### src/rtl/shot_clock_timer.sv
// -----------------------------------------------------------------------------
// shot_clock_timer
//
// Two-digit BCD countdown timer for the basketball shot clock. It drives the
// d1/d0 digit inputs and the scan_en strobe of the downstream sevenseg_mux.
//
// The count steps down once every TICK_DIV clocks while running and is
// controlled by one-cycle start / pause / reload pulses.
// Priority when pulses coincide: reload > pause > start.
//
// Parameters
//   TICK_DIV  : clk cycles per countdown step (>= 2, even)
//   SCAN_DIV  : clk cycles between scan_en pulses
//   START_VAL : decimal preset loaded on reset / reload (0..99)
//
// Ports
//   clk          in   system clock
//   rst          in   synchronous, active-high reset
//   start        in   pulse: begin / resume counting
//   pause        in   pulse: freeze counting (fraction of second kept)
//   reload       in   pulse: load START_VAL and stop
//   d1           out  tens digit, 4'hF = blank
//   d0           out  ones digit, 4'hF = blank
//   scan_en      out  one-cycle strobe every SCAN_DIV cycles
//   running      out  high while counting
//   expired      out  high while expired
//   expire_pulse out  one-cycle pulse on entry to the expired state
//   dbg_state    out  current FSM state (IDLE=0, RUN=1, PAUSED=2, EXPIRED=3)
//
// Optional feature
//   SHOT_CLOCK_FLASH_EN : when defined, the expired display alternates
//   "00" and blank every TICK_DIV/2 cycles, starting with "00". When not
//   defined the expired display is a steady "00" and no flash counter exists.
//
// Handshake note: start/pause/reload are plain level-sampled pulses; each
// cycle they are high counts as one request. There is no back-pressure.
// -----------------------------------------------------------------------------
module shot_clock_timer #(
    parameter int TICK_DIV  = 100_000_000,
    parameter int SCAN_DIV  = 100_000,
    parameter int START_VAL = 24
) (
    input  logic       clk,
    input  logic       rst,
    input  logic       start,
    input  logic       pause,
    input  logic       reload,
    output logic [3:0] d1,
    output logic [3:0] d0,
    output logic       scan_en,
    output logic       running,
    output logic       expired,
    output logic       expire_pulse,
    output logic [1:0] dbg_state
);

    typedef enum logic [1:0] {
        S_IDLE    = 2'd0,
        S_RUN     = 2'd1,
        S_PAUSED  = 2'd2,
        S_EXPIRED = 2'd3
    } state_t;

    localparam int PW = (TICK_DIV > 2) ? $clog2(TICK_DIV) : 1;
    localparam int SW = (SCAN_DIV > 2) ? $clog2(SCAN_DIV) : 1;

    localparam logic [PW-1:0] PRESC_MAX = PW'(TICK_DIV - 1);
    localparam logic [SW-1:0] SCAN_MAX  = SW'(SCAN_DIV - 1);

    localparam logic [3:0] PRE_TENS = 4'(START_VAL / 10);
    localparam logic [3:0] PRE_ONES = 4'(START_VAL % 10);
    // Reset display: leading zero of the preset is blanked.
    localparam logic [3:0] PRE_D1   = (PRE_TENS == 4'd0) ? 4'hF : PRE_TENS;

    state_t          state_q, state_d;
    logic [3:0]      tens_q, tens_d;
    logic [3:0]      ones_q, ones_d;
    logic [PW-1:0]   presc_q, presc_d;
    logic [SW-1:0]   scan_cnt_q;
    logic [3:0]      disp_d1, disp_d0;
    logic            count_zero;

    assign count_zero = (tens_q == 4'd0) && (ones_q == 4'd0);
    assign dbg_state  = state_q;

`ifdef SHOT_CLOCK_FLASH_EN
    localparam int HALF = TICK_DIV / 2;
    localparam int FW   = (HALF > 2) ? $clog2(HALF) : 1;
    localparam logic [FW-1:0] FLASH_MAX = FW'(HALF - 1);

    logic [FW-1:0] flash_cnt_q;
    logic          flash_ph_q;   // 0 = show "00", 1 = blank
`endif

    // -------------------------------------------------------------------------
    // Next-state and count logic
    // -------------------------------------------------------------------------
    always_comb begin
        state_d = state_q;
        tens_d  = tens_q;
        ones_d  = ones_q;
        presc_d = presc_q;

        if (reload) begin
            state_d = S_IDLE;
            tens_d  = PRE_TENS;
            ones_d  = PRE_ONES;
            presc_d = '0;
        end else begin
            case (state_q)
                S_IDLE: begin
                    // pause outranks start; on its own it does nothing here
                    if (!pause && start) begin
                        if (count_zero) begin
                            state_d = S_EXPIRED;
                        end else begin
                            state_d = S_RUN;
                            presc_d = '0;
                        end
                    end
                end

                S_RUN: begin
                    if (pause) begin
                        // presc is left untouched so the partial second resumes
                        state_d = S_PAUSED;
                    end else if (presc_q == PRESC_MAX) begin
                        presc_d = '0;
                        // BCD borrow: never treat the count as a binary number
                        if (ones_q != 4'd0) begin
                            ones_d = ones_q - 4'd1;
                        end else begin
                            ones_d = 4'd9;
                            tens_d = tens_q - 4'd1;
                        end
                        // Stepping down from 01 lands on 00
                        if (tens_q == 4'd0 && ones_q == 4'd1) begin
                            state_d = S_EXPIRED;
                        end
                    end else begin
                        presc_d = presc_q + 1'b1;
                    end
                end

                S_PAUSED: begin
                    if (!pause && start) begin
                        state_d = S_RUN;
                    end
                end

                S_EXPIRED: begin
                    // Only reload or rst leave this state.
                end

                default: begin
                    state_d = S_IDLE;
                end
            endcase
        end
    end

    // -------------------------------------------------------------------------
    // Display mapping, taken from the current (registered) count so the
    // digits follow the count one cycle later.
    // -------------------------------------------------------------------------
    always_comb begin
        disp_d1 = (tens_q == 4'd0) ? 4'hF : tens_q;
        disp_d0 = ones_q;
        if (state_q == S_EXPIRED) begin
`ifdef SHOT_CLOCK_FLASH_EN
            if (flash_ph_q) begin
                disp_d1 = 4'hF;
                disp_d0 = 4'hF;
            end else begin
                disp_d1 = 4'd0;
                disp_d0 = 4'd0;
            end
`else
            disp_d1 = 4'd0;
            disp_d0 = 4'd0;
`endif
        end
    end

    // -------------------------------------------------------------------------
    // State, counters and registered outputs
    // -------------------------------------------------------------------------
    always_ff @(posedge clk) begin
        if (rst) begin
            state_q      <= S_IDLE;
            tens_q       <= PRE_TENS;
            ones_q       <= PRE_ONES;
            presc_q      <= '0;
            scan_cnt_q   <= '0;
            scan_en      <= 1'b0;
            running      <= 1'b0;
            expired      <= 1'b0;
            expire_pulse <= 1'b0;
            d1           <= PRE_D1;
            d0           <= PRE_ONES;
        end else begin
            state_q <= state_d;
            tens_q  <= tens_d;
            ones_q  <= ones_d;
            presc_q <= presc_d;

            // Status flags follow the state being entered on this edge.
            running      <= (state_d == S_RUN);
            expired      <= (state_d == S_EXPIRED);
            expire_pulse <= (state_d == S_EXPIRED) && (state_q != S_EXPIRED);

            d1 <= disp_d1;
            d0 <= disp_d0;

            // Digit-scan strobe runs regardless of the FSM.
            if (scan_cnt_q == SCAN_MAX) begin
                scan_cnt_q <= '0;
                scan_en    <= 1'b1;
            end else begin
                scan_cnt_q <= scan_cnt_q + 1'b1;
                scan_en    <= 1'b0;
            end
        end
    end

`ifdef SHOT_CLOCK_FLASH_EN
    // Flash phase timer: idle at zero outside EXPIRED, so the first visible
    // phase after entry is always "00" for a full half period.
    always_ff @(posedge clk) begin
        if (rst || reload || state_q != S_EXPIRED) begin
            flash_cnt_q <= '0;
            flash_ph_q  <= 1'b0;
        end else if (flash_cnt_q == FLASH_MAX) begin
            flash_cnt_q <= '0;
            flash_ph_q  <= ~flash_ph_q;
        end else begin
            flash_cnt_q <= flash_cnt_q + 1'b1;
        end
    end
`endif

endmodule

### config.mk
export PLATFORM = sky130hd
export DESIGN_NAME = shot_clock_timer
export DESIGN_NICKNAME = d
export VERILOG_FILES = /design/src/rtl/shot_clock_timer.sv
export SDC_FILE = /design/constraint.sdc
export NUM_CORES = 1
export LEC_CHECK = 0
export ABC_CLOCK_PERIOD_IN_PS = 2500
export CAP_MARGIN = 5
export CORE_MARGIN = 2
export CORE_UTILIZATION = 25
export DETAILED_ROUTE_END_ITERATION = 6
export MAX_ROUTING_LAYER = met4
export PLACE_DENSITY = 0.52
export SETUP_SLACK_MARGIN = 0.15
export SYNTH_ARGS = -nofsm -noshare
export SYNTH_HDL_FRONTEND = slang
export SYNTH_SLANG_ARGS = --single-unit
### constraint.sdc
create_clock -name clk -period 2.5 [get_ports clk]
set_input_delay 0.25 -clock clk [delete_from_list [all_inputs] [get_ports clk]]
set_output_delay 0.25 -clock clk [all_outputs]
set_load 0.005 [all_outputs]
=== Word-level counts from Yosys, hierarchy flattened ===
Index checks and enable logic that the tools add are counted.

* Logic and storage cells: 65
* Output and inout port bits: 14
* Register bits after elaboration: 66
* Input bits: 5

* Mux-type cells: 18
* Equality and inequality tests: 12
* Reductions and logical operators: 16
* Bitwise operators: 2
* Add/sub/neg operators: 4

{| class="wikitable"
|+ Operators with widths
! kind !! number
|-
| 27-bit two-way mux || 4
|-
| 27-bit case mux with 2 select lines || 1
|-
| 27-bit by 1-bit adder with 27-bit output (second input constant) || 1
|-
| 27-bit equality test (second input constant) || 1
|-
| 17-bit by 1-bit adder with 17-bit output (second input constant) || 1
|-
| 17-bit equality test (second input constant) || 1
|-
| 2-bit two-way mux || 8
|-
| 4-bit logical NOT || 2
|-
| 4-bit two-way mux || 2
|-
| 2-bit inequality test (second input constant) || 4
|-
| 4-bit AND reduction || 2
|-
| 4-bit by 1-bit subtractor with 4-bit output (second input constant) || 2
|-
| 2-bit equality test (second input constant) || 3
|-
| 2-bit case mux with 3 select lines || 1
|-
| 2-bit OR reduction || 3
|-
| 2-bit by 1-bit equality test with 1-bit output (second input constant) || 2
|-
| 4-bit by 1-bit equality test with 1-bit output (second input constant) || 1
|-
| 1-bit logical AND || 4
|-
| 4-bit nonzero test || 1
|-
| 3-bit two-way mux || 1
|-
| 3-bit AND reduction || 1
|-
| 2-bit logical NOT || 1
|-
| 1-bit NOT || 2
|-
| 2-bit nonzero test || 1
|-
| other kinds (2) || 2
|}

=== Depth between registers and ports, before layout ===
Gate-level depths: netlist of run 1.

* Word-level depth: 9
* Gate-level depth with buffers: 8
* Mapped depth without buffers: 7

=== Worst setup path before layout of run 1 ===
No wires, ideal clock.

* Path kind: flip-flop to flip-flop
* Start point: register tens_q[0]
* End point: register presc_q[14]
* Arrival time: 1712 ps
* Library setup time: 70 ps
* Data required time: 2430 ps
* Setup slack: 718 ps
* Stages on the path, launching flop included: 8
* Cell sequence: dfxtp_1 -> inv_1 -> ha_1 -> nor2b_1 -> nand3_2 -> nand3_1 -> or4_1 -> a21oi_1

* Longest elaborated chain between the ends: 4

{| class="wikitable"
|+ Ends and longest elaborated chain
! what !! line !! RTL
|-
| from (decl) || 76 || <nowiki>logic [3:0] tens_q, tens_d;</nowiki>
|-
| from (signal assigned) || 203 || <nowiki>tens_q <= tens_d;</nowiki>
|-
| 4-bit logical NOT || 83 || <nowiki>assign count_zero = (tens_q == 4'd0) && (ones_q == 4'd0);</nowiki>
|-
| 1-bit logical AND || 83 ||
|-
| 2-bit inequality test (no line) || - ||
|-
| 4-bit AND reduction (no line) || - ||
|-
| to (signal assigned) || 205 || <nowiki>presc_q <= presc_d;</nowiki>
|-
| to (decl) || 78 || <nowiki>logic [PW-1:0] presc_q, presc_d;</nowiki>
|}

No other way between the ends.
A chain may end at the register's enable or synchronous reset.

=== Worst setup path in the final report of run 1 ===
* Start point: register presc_q[5]
* End point: register presc_q[20]

* Longest elaborated chain between the ends: 4
* Elaborated cells on any way between the ends: 5
* Those cells by class: 1 x add/sub; 1 x eq/ne; 3 x mux

{| class="wikitable"
|+ Ends and longest elaborated chain
! what !! line !! RTL
|-
| 27-bit by 1-bit adder with 27-bit output / 27-bit equality test (equally long branches) || 141, 127 ||
|-
| 27-bit two-way mux * || 127 || <nowiki>end else if (presc_q == PRESC_MAX) begin</nowiki>
|-
| 27-bit two-way mux * || 124 || <nowiki>if (pause) begin</nowiki>
|-
| 27-bit case mux with 2 select lines * || 110 || <nowiki>case (state_q)</nowiki>
|}

Every way passes the cells marked *; elsewhere a longest branch is shown, timed or not. The select of a mux whose other input is x is not followed.

==> results of run 1 <==
## state kept, by name (all words and copies together), names as in the netlist
| name | cells |
|---|---|
| presc_q | 27 |
| scan_cnt_q | 17 |
| d0 | 4 |
| d1 | 4 |
| ones_q | 4 |
| tens_q | 4 |
| dbg_state | 2 |
| expire_pulse | 1 |
| expired | 1 |
| running | 1 |
| scan_en | 1 |
## worst max-delay path, stage by stage, from the launching register on
cell and delay, ns:
sky130_fd_sc_hd__dfxtp_1 0.41, sky130_fd_sc_hd__and4_1 0.43, sky130_fd_sc_hd__nand4_2 0.26, sky130_fd_sc_hd__o21ba_2 0.35, sky130_fd_sc_hd__o21ai_4 0.13, sky130_fd_sc_hd__buf_4 0.28, sky130_fd_sc_hd__nor2_1 0.08
## power by group through the flow
stage	registers, mW	clock network, mW	logic (mW)
floorplan	1.09	0	0.0524
CTS	1.07	1.29	0.0776
global route	1.07	1.34	0.0859
detailed placement	1.09	0	0.0772
finish	1.07	1.26	0.0768
global placement	1.09	0	0.0771
## worst max-delay path by stage
stage / startpoint / end / slack, ns / cells past startpoint
finish: presc_q[5] / presc_q[20] / 0.43 / 6
global route: tens_q[1] / presc_q[21] / 0.24 / 8
CTS: presc_q[5] / presc_q[20] / 0.43 / 6
detailed placement: pause / tens_q[1] / 0.23 / 6
global placement: pause / tens_q[1] / 0.29 / 6
floorplan: tens_q[0] / presc_q[14] / 0.72 / 7
## Yosys cell counts, types with 2 or more instances
master / instances
sky130_fd_sc_hd__a21bo_2: 2
sky130_fd_sc_hd__nor2_1: 53
sky130_fd_sc_hd__or3_1: 5
sky130_fd_sc_hd__and2_2: 2
sky130_fd_sc_hd__xnor2_1: 17
sky130_fd_sc_hd__inv_1: 9
sky130_fd_sc_hd__o21a_1: 6
sky130_fd_sc_hd__nand3_1: 19
sky130_fd_sc_hd__and2_1: 4
sky130_fd_sc_hd__a31oi_1: 3
sky130_fd_sc_hd__buf_1: 2
sky130_fd_sc_hd__nor3_1: 4
sky130_fd_sc_hd__o31ai_1: 2
sky130_fd_sc_hd__and3_1: 9
sky130_fd_sc_hd__ha_1: 3
sky130_fd_sc_hd__nor4b_2: 2
sky130_fd_sc_hd__or4_1: 2
sky130_fd_sc_hd__nand2_1: 24
sky130_fd_sc_hd__buf_2: 2
sky130_fd_sc_hd__nand4_1: 17
sky130_fd_sc_hd__nor3b_1: 2
sky130_fd_sc_hd__nand3b_1: 3
sky130_fd_sc_hd__nor2b_1: 3
sky130_fd_sc_hd__o21ai_0: 7
sky130_fd_sc_hd__nand2b_1: 4
sky130_fd_sc_hd__nor4b_1: 2
sky130_fd_sc_hd__and4_1: 8
sky130_fd_sc_hd__buf_6: 4
sky130_fd_sc_hd__xor2_1: 14
sky130_fd_sc_hd__a21oi_1: 17
sky130_fd_sc_hd__nand4_2: 2
sky130_fd_sc_hd__nor4_1: 9
sky130_fd_sc_hd__a21boi_0: 2
sky130_fd_sc_hd__or3_4: 2
sky130_fd_sc_hd__dfxtp_1: 66
## layer usage
| layer | track usage | routed length, um | vias to the layer above |
|---|---|---|---|
| met2 | 0.1684 | 2953 | 46 |
| met3 | 0.02615 | 264 | 5 |
| met1 | 0.1357 | 3196 | 1181 |
| met5 | - | 0 | - |
| met4 | 0.04524 | 100 | 0 |
| li1 | - | - | 1301 |
## area by class of cell
| type | instances | area, um^2 | share of cell area |
|---|---|---|---|
| sequential | 66 | 1321 | 0.3509 |
| clock inverter | 2 | 35.03 | 0.009305 |
| inverter | 9 | 33.78 | 0.008973 |
| multi-input combinational | 268 | 1698 | 0.4510 |
| clock buffer | 14 | 264.0 | 0.07012 |
| timing repair buffer | 21 | 202.7 | 0.05384 |
| tap | 168 | 210.2 | 0.05583 |
## per-stage QoR
stage / power, mW / cells
after floorplan: 1.139 / 354
after global placement: 1.165 / 532
after detailed placement: 1.166 / 532
after CTS: 2.434 / 548
after global routing: 2.492 / 548
final: 2.401 / 548
## cell usage in the layout (no fill, tap or decap), types with 6 or more instances in the layout
cell / instances
sky130_fd_sc_hd__a21oi_1: 17
sky130_fd_sc_hd__and3_1: 9
sky130_fd_sc_hd__and4_1: 8
sky130_fd_sc_hd__clkbuf_16: 9
sky130_fd_sc_hd__clkdlybuf4s50_1: 18
sky130_fd_sc_hd__dfxtp_1: 66
sky130_fd_sc_hd__inv_1: 9
sky130_fd_sc_hd__nand2_1: 24
sky130_fd_sc_hd__nand3_1: 19
sky130_fd_sc_hd__nand4_1: 17
sky130_fd_sc_hd__nor2_1: 53
sky130_fd_sc_hd__nor4_1: 9
sky130_fd_sc_hd__o21a_1: 6
sky130_fd_sc_hd__o21ai_0: 7
sky130_fd_sc_hd__xnor2_1: 17
sky130_fd_sc_hd__xor2_1: 14
## logic make-up (layout without fill, tap and decap cells)
logic type | after synthesis | count (layout) | synth area share
AOI/OAI and AO/OA | 47 | 47 | 0.09788
xor gates and xnor gates | 31 | 31 | 0.08670
adders and majority gates | 3 | 3 | 0.01199
buffers and inverters | 20 | 46 | 0.03595
DFF | 66 | 66 | 0.4219
and+or+nand+nor | 187 | 187 | 0.3456
==> impl_results.md, run 1 <==
- Relative contribution of combinational cells to total power: 0.032
- Fill cell total of the finished layout: roughly 1.3k
- Reported leakage power: 1.255 nW
- Via count of the first global-routing pass: ~2.4k
- Net count after synthesis: 362
- Portion of the post-synthesis area used by sequential elements: 0.4219
- Global-route wire length before repair: 11,280 um
- Standard cell core area: 0.01211 mm^2
- Clock root buffer: sky130_fd_sc_hd__clkbuf_16
- Clock latency on the worst-skew pair: 0.33 ns
- Synthesized instance count: 354
- Die Height: 115.9 um
- Count of standard-cell rows: 40
- Post-synth EDFFs: 0
- Max VDD drop: 291.3 uV
- Worst r2r dst: presc_q[20]
- Pin count of the biggest net entering global routing: 25
- Initial cell density of the core: 0.2586
- Initial drt markers: 165
- Total of max-cap violations: 0
- Setup fix buffers added after clock tree synthesis: 0
- Min Tclk post-route: about 2.1 ns
- Post-layout worst setup margin: 0.4344 ns
- Maximum clock skew at final layout: around 0.0055 ns
- Final Net Count: 383
- Endpoint type of the worst setup path: flop
- Switch share: 0.2032
- Final period util: 0.8262
- Most used DFF post-synth: sky130_fd_sc_hd__dfxtp_1
- CTS H-tree lvls: 3
- Maximum fanout along the worst path: 24
- Number of antenna violations at the first check in global routing: 0
- Worst reg2reg setup slack: 0.43 ns
- Total CTS buffers: 9
- I/O pin count: 19
- All-layer global routing usage: 0.1087
- Cell type contributing the most total cell area after synthesis: sky130_fd_sc_hd__dfxtp_1
- Fraction of synthesized cell area taken by the top area cell type: 0.4219
- Die X-Extent: 115.9 um
- Class of the most critical hold timing path: reg -> reg
- Worst slew pin tran: around 0.65 ns
- Final RePlAce weighted congestion: 0.8401
- RSZ-0062 raised after global routing: false
- Post-Syn Area: 0.003132 mm^2
- CTS clk-pin slew, worst paths: 0.05 ns
- Worst min-delay path endpoint: scan_cnt_q[0]
- Largest cells by area after synthesis: sky130_fd_sc_hd__dfxtp_1, sky130_fd_sc_hd__nor2_1, sky130_fd_sc_hd__xnor2_1, sky130_fd_sc_hd__xor2_1, sky130_fd_sc_hd__nand4_1
- Critical path data required time: 2.70 ns
- Die area: 0.01344 mm^2
- Share of power burned in registers: 0.444
- Clk pwr share: 0.524
- Share of layout cells above drive strength 1: 0.09737
- Post-CTS Hold Buffers: 0
- Worst hold slack: 0.4396 ns
- Area growth from synthesis to layout: 20.22%
- Max-slew violation count: 0
- Slew HR: 0.5635
- Crit Path Category: reg -> reg
- Achievable frequency: 484.1 MHz
- Outcome: finished clean
- Detailed Route WL: 6515 um
- Worst hold path startpoint: scan_cnt_q[0]
- Flip-flop and latch count after synthesis: 66
- WHS Path Cells: 1
- Number of cells on the worst reg-to-reg path: 6
- Post-detailed-route wirelength per cell: approximately 12 um
- Via density per instance: roughly 4.6
- Number of detailed-route iterations in the first pass: 5
- DRC: 0
- Setup Total Neg Slack: 0 ns
- Launching element type of the critical path: flop
- IO Port Bufs: 18
- Total half-perimeter wirelength after legalization and detailed placement: about 4500 um
- Clock tree from TritonCTS: done
- Internal power of the cells: roughly 1.9 mW
- Switching power: 0.4880 mW
- Routed vias: 2,533
- Final Hold Violating Endpoints: 0
- Arrival time of data at the critical path endpoint: roughly 2.3 ns
- Fraction of registers with async set/reset: 0
- Post-detailed-placement cell area: 0.003466 mm^2
- Power density relative to cell area: around 640 mW/mm^2
- Number of warnings reported in the yosys synthesis log: 0
- Unique cell type count in the Yosys netlist: 57
- Setup violation total in the final timing report: 0
- Post-route core utilization: 0.3108
- R2R Path Start: presc_q[5]
- TritonCTS sink count: 66
- Remaining global-route overflow: 0
- Clk buf depth: 2
- Antenna Cells: 0
- Final antenna-violating net count: 0
- Placement Setup Slack: 0.2317 ns
- Average size of a mapped cell: 8.847 um^2
- Cell area after layout: 0.003765 mm^2
- PostCTS Resize Cnt: 0
Note: power is estimated with default switching activity, not from simulation.
==> run 2, diff against run 1 <==
ABC_CLOCK_PERIOD_IN_PS = 2100   (was 2500)
clock period = 2.1 ns   (was 2.5 ns; I/O delays follow)
==> run 2 against run 1 <==
Fmax grew 10%. Die area unchanged. Clock skew increased by 0.0014 ns. Critical path depth rose by 1.
==> impl_results.md, run 2 (synthesis results as in run 1) <==
- Outcome: finished clean
- Pin count of the biggest net entering global routing: 25
- Maximum fanout along the worst path: 10
- Number of cells on the worst reg-to-reg path: 7
- Total half-perimeter wirelength after legalization and detailed placement: 4638 um
- Largest reg by FF count: presc_q
- Clock tree from TritonCTS: done
- Max-slew violation count: 0
- Flip-flop count of the largest register, all copies and words added: 27
- Number of detailed-route iterations in the first pass: 4
- IO Port Bufs: 18
- Endpoint type of the worst setup path: flop
- Clk buf depth: 2
- Fill cell total of the finished layout: roughly 1.3k
- Remaining global-route overflow: 0
- Final Net Count: 405
- Worst reg2reg setup slack: 0.23 ns
- Post-CTS Hold Buffers: 0
- Post-detailed-placement cell area: 0.003598 mm^2
- Critical path data required time: 2.36 ns
- Worst hold path startpoint: scan_cnt_q[0]
- DRC: 0
- Worst r2r dst: presc_q[17]
- Worst slew pin tran: 0.4952 ns
- Initial cell density of the core: 0.2586
- Final RePlAce weighted congestion: around 0.8
- Die X-Extent: ~120 um
- Cell area after layout: 0.004146 mm^2
- Switching power: slightly above 0.6 mW
- Total area of multi-input combinational cells: between 0.0015 and 0.002 mm^2
- Setup violation total in the final timing report: 0
- Via count of the first global-routing pass: 2,399
- Share of power burned in registers: 0.393
- Number of antenna violations at the first check in global routing: 0
- Routed vias: about 2.6k
- Clock root buffer: sky130_fd_sc_hd__clkbuf_16
- Antenna Cells: 0
- Most frequent standard cell in the layout excluding fill and tap cells: sky130_fd_sc_hd__dfxtp_1
- Slew HR: 0.6674
- Reported leakage power: 1.423 nW
- Power Total: 3.230 mW
- I/O pin count: 19
- RSZ-0062 raised after global routing: true
- Peak per-stage delay on the critical path: 0.49 ns
- Final period util: 0.8904
- Min Tclk post-route: 1.870 ns
- Class of the most critical hold timing path: reg -> reg
- Die Height: 115.9 um
- Crit Path Category: reg -> reg
- Global-route wire length before repair: roughly 11,000 um
- Share of layout cells above drive strength 1: 0.1891
- Post-detailed-route wirelength per cell: 11.85 um
- CTS H-tree lvls: 3
- Placed Cells incl. Taps: 548
- Area growth from synthesis to layout: 32.40%
- Total of max-cap violations: 0
- Total CTS buffers: 9
- Switch share: 0.1895
- Max VDD drop: 434.8 uV
- Relative contribution of combinational cells to total power: 0.034
- Launching element type of the critical path: flop
- R2R Path Start: tens_q[1]
- Worst min-delay path endpoint: scan_cnt_q[0]
- Arrival time of data at the critical path endpoint: 2.13 ns
- Power density relative to cell area: 779.0 mW/mm^2
- Standard cell core area: 0.01211 mm^2
- Sequential cell area in the final layout: 0.001323 mm^2
- Largest registers ranked by flip-flop count: presc_q x27, scan_cnt_q x17
- Detailed Route WL: 6757 um
- Chain of cells forming the critical path: inv_1 > ha_1 > nor2b_2 > nand3_4 > nand4_4 > or4b_1 > a21oi_1
- Most used cells in the layout excluding fill and tap cells: sky130_fd_sc_hd__dfxtp_1, sky130_fd_sc_hd__nor2_1, sky130_fd_sc_hd__nand2_1, sky130_fd_sc_hd__buf_4, sky130_fd_sc_hd__nand3_1
- WHS Path Cells: 1
- Via density per instance: 4.612
- Maximum clock skew at final layout: 0.006914 ns
- Final antenna-violating net count: 0
- All-layer global routing usage: 0.1082
- Clock latency on the worst-skew pair: 0.33 ns
- CTS clk-pin slew, worst paths: 0.05 ns
- Crit path max-delay cell type: sky130_fd_sc_hd__or4b_1
- Count of standard-cell rows: 40
- Initial drt markers: ~170
- Die area: 0.01344 mm^2
- Clk pwr share: 0.573
- TritonCTS sink count: 66
- Setup Total Neg Slack: 0 ns
- Fin cells: 570
- Final Hold Violating Endpoints: 0
- Achievable frequency: around 530 MHz
- Internal power of the cells: 2.618 mW
## run 2: cell types whose count changed in the layout (fill, tap and decap cells not counted), sizes merged
cell / change
buf: +22
clkbuf: -3
bufinv: +3
## run 2: timing repair
item | 4_1_cts | 5_1_grt
setup buffers | 0 | 6
gates resized for setup | 5 | 20
pin swaps | 0 | 6
setup endpoints to repair | 29 | 35
## run 2: power groups by stage
stage	Combinational (mW)	Clock (mW)	Sequential, mW
after floorplan	0.0624	0	1.29
after global placement	0.103	0	1.30
after detailed placement	0.104	0	1.30
after CTS	0.105	1.89	1.27
after global routing	0.121	1.95	1.27
final	0.110	1.85	1.27
## run 2: final cells by class
class | count | area share
Clock buffer | 11 | 0.05854
Clock inverter | 5 | 0.03017
Inverter | 9 | 0.008147
Multi-Input combinational cell | 268 | 0.4418
Sequential cell | 66 | 0.3190
Tap cell | 168 | 0.05069
Timing Repair Buffer | 43 | 0.09173
## run 2: worst max-delay path: cells and delay by family, from the launching register on
kind	cells	cell delay [ns]
buffers and inverters	1	0.06
flip-flops	1	0.39
adder cells (fa/ha/maj)	1	0.21
AND/OR/NAND/NOR	4	0.99
AO/OA/AOI/OAI	1	0.14
## run 2: how the worst max path moves through the flow
| stage | from | to | slack (ns) | depth (start not counted) |
|---|---|---|---|---|
| 2_1_floorplan | tens_q[0] | presc_q[14] | 0.32 | 7 |
| 3_3_place_gp | pause | tens_q[3] | 0.09 | 7 |
| 3_5_place_dp | pause | presc_q[17] | 0.002 | 6 |
| 4_1_cts | presc_q[0] | presc_q[10] | 0.15 | 7 |
| 5_1_grt | tens_q[1] | presc_q[17] | 0.12 | 7 |
| 6_report | tens_q[1] | presc_q[17] | 0.23 | 7 |
## run 2: per-layer routing
metal	part of all wire	up-vias	GRT usage	routed length, um
met4	0.015	0	0.04841	102
met2	0.46	48	0.1731	3141
met1	0.47	1225	0.1289	3197
met5	0	-	-	0
li1	-	1351	-	-
met3	0.047	5	0.02667	315
## run 2: metrics by stage
| step | hold slack (ns) | setup WS, ns | utilization |
|---|---|---|---|
| 2_1_floorplan | 0.2824 | 0.3184 | - |
| 3_3_place_gp | 0.4261 | 0.08502 | 0.2971 |
| 3_5_place_dp | 0.4358 | 0.002482 | 0.2971 |
| 4_1_cts | 0.4422 | 0.1523 | 0.3295 |
| 5_1_grt | 0.4690 | 0.1221 | 0.3424 |
| 6_report | 0.4364 | 0.2302 | 0.3424 |
==> run 3, diff against run 2 <==
MAX_ROUTING_LAYER = unset   (was met4)
==> run 3 against run 2 <==
Final cell count unchanged. Worst setup slack gained 0.0028 ns. Sequential cell count unchanged. Fmax rose by 0.15%. Global-route usage is 0.31 points lower. Highest routed layer unchanged.
==> impl_results.md, run 3 (synthesis results as in run 1) <==
- Internal power of the cells: between 2 and 3 mW
- Largest reg by FF count: presc_q
- Crit path max-delay cell type: sky130_fd_sc_hd__or4b_1
- Via density per instance: 4.602
- Power Total: 3.227 mW
- Die X-Extent: ~120 um
- Most used cells in the layout excluding fill and tap cells: sky130_fd_sc_hd__dfxtp_1, sky130_fd_sc_hd__nor2_1, sky130_fd_sc_hd__nand2_1, sky130_fd_sc_hd__buf_4, sky130_fd_sc_hd__nand3_1
- Final period util: 0.8890
- Detailed Route WL: 6746 um
- RSZ-0062 raised after global routing: true
- Clock latency on the worst-skew pair: between 0.3 and 0.4 ns
- Crit Path Category: reg -> reg
- Arrival time of data at the critical path endpoint: 2.13 ns
- CTS H-tree lvls: 3
- Post-detailed-route wirelength per cell: 11.84 um
- WHS Path Cells: 1
- Post-CTS Hold Buffers: 0
- Logic depth of the worst path, buffers included: 6
- Power density relative to cell area: 778.4 mW/mm^2
- Reported leakage power: 1.423 nW
- Max-slew violation count: 0
- Share of layout cells above drive strength 1: 0.1891
- Maximum clock skew at final layout: 0.007713 ns
- Clk buf depth: 2
- Max VDD drop: 434.7 uV
- Maximum fanout along the worst path: 10
- Global-route wire length before repair: 11,190 um
- Total half-perimeter wirelength after legalization and detailed placement: 4638 um
- All-layer global routing usage: 0.1051
- Chain of cells forming the critical path: buf_4 > nand4_1 > nor3_2 > nand4_4 > or4b_1 > a21oi_1
- Share of power burned in registers: 0.393
- DRC: 0
- Number of cells on the worst reg-to-reg path: 6
- Post-route core utilization: 0.3424
- Critical path data required time: 2.36 ns
- Final Hold Violating Endpoints: 0
- Switch share: 0.1889
- Total of max-cap violations: 0
- Final Net Count: 405
- Clock root buffer: sky130_fd_sc_hd__clkbuf_16
- Die area: roughly 0.013 mm^2
- Via count of the first global-routing pass: 2,399
- Worst slew pin tran: a little under 0.5 ns
- Relative contribution of combinational cells to total power: 0.034
- Outcome: finished clean
- Endpoint type of the worst setup path: flop
- Remaining global-route overflow: 0
- Number of detailed-route iterations in the first pass: 4
- Standard cell core area: 0.01211 mm^2
- Largest registers ranked by flip-flop count: presc_q x27, scan_cnt_q x17
- Clock tree from TritonCTS: done
- IO Port Bufs: 18
- Antenna Cells: 0
- Final RePlAce weighted congestion: about 0.8
- Setup violation total in the final timing report: 0
- Switching power: 0.6096 mW
- Area growth from synthesis to layout: 32.40%
- Setup Total Neg Slack: 0 ns
- Min Tclk post-route: 1.867 ns
- Number of antenna violations at the first check in global routing: 0
- Routed vias: 2,623
- Achievable frequency: between 500 and 600 MHz
- Cell area after layout: 0.004146 mm^2
- Post-layout worst setup margin: 0.2330 ns
- Count of standard-cell rows: 40
- TritonCTS sink count: 66
- Clk pwr share: 0.573
- Launching element type of the critical path: flop
- Fill cell total of the finished layout: about 1.3k
- Flip-flop count of the largest register, all copies and words added: 27
- Post-detailed-placement cell area: ~0.0036 mm^2
- Pin count of the biggest net entering global routing: 25
- I/O pin count: 19
- CTS clk-pin slew, worst paths: 0.05 ns
- Slew HR: 0.6672
- Worst path bufs/invs: 1
- Peak per-stage delay on the critical path: 0.50 ns
- Family with the most delay on the worst path: simple AND/OR/NAND/NOR gates
- Die Height: 115.9 um
- Placement Setup Slack: approximately 0.0025 ns
- Most frequent standard cell in the layout excluding fill and tap cells: sky130_fd_sc_hd__dfxtp_1
- Class of the most critical hold timing path: reg -> reg
- Final antenna-violating net count: 0
- Initial drt markers: 162
- Total CTS buffers: 9
- Initial cell density of the core: 0.2586
run 3: cell counts in the layout (fill, tap and decap cells not counted):
No cell type changed its count.
run 3: through the flow:
step           cells  hold WS, ns
6_report         570       0.4365
3_5_place_dp     548       0.4358
4_1_cts          564       0.4422
3_3_place_gp     548       0.4261
2_1_floorplan    354       0.2824
5_1_grt          570       0.4690
run 3: power by group through the flow:
stage / clock [mW] / combinational [mW] / sequential [mW]
floorplan: 0 / 0.0624 / 1.29
global placement: 0 / 0.103 / 1.30
detailed placement: 0 / 0.104 / 1.30
CTS: 1.89 / 0.105 / 1.27
global route: 1.95 / 0.121 / 1.27
finish: 1.85 / 0.109 / 1.27
run 3: final timing paths:
check	start	end	slack, ns
setup / recovery	presc_q[8]	presc_q[17]	0.23
hold reg to reg	scan_cnt_q[0]	scan_cnt_q[0]	0.44
setup reg to reg	presc_q[8]	presc_q[17]	0.23
hold / removal	scan_cnt_q[0]	scan_cnt_q[0]	0.44
run 3: layer usage:
| metal | global-route usage | routed length (um) | vias up |
|---|---|---|---|
| met3 | 0.02667 | 302 | 7 |
| li1 | - | - | 1350 |
| met1 | 0.1295 | 3177 | 1221 |
| met4 | 0.04841 | 114 | 0 |
| met2 | 0.1727 | 3151 | 45 |
| met5 | 0 | 0 | - |
run 3: timing repair:
item,4_1_cts,5_1_grt
pin swaps,0,6
gates cloned,0,0
endpoints found under the setup margin,29,35
gates resized for setup,5,20
hold endpoints to repair,0,0
setup buffers,0,6
run 3: final cells by class:
class / instances / area [um^2] / share of cell area
multi-input cells: 268 / 1832 / 0.4418
well taps: 168 / 210.2 / 0.05069
clock buffers: 11 / 242.7 / 0.05854
flip-flops and latches: 66 / 1323 / 0.3190
clock inverters: 5 / 125.1 / 0.03017
inverters: 9 / 33.78 / 0.008147
repair buffers: 43 / 380.4 / 0.09173
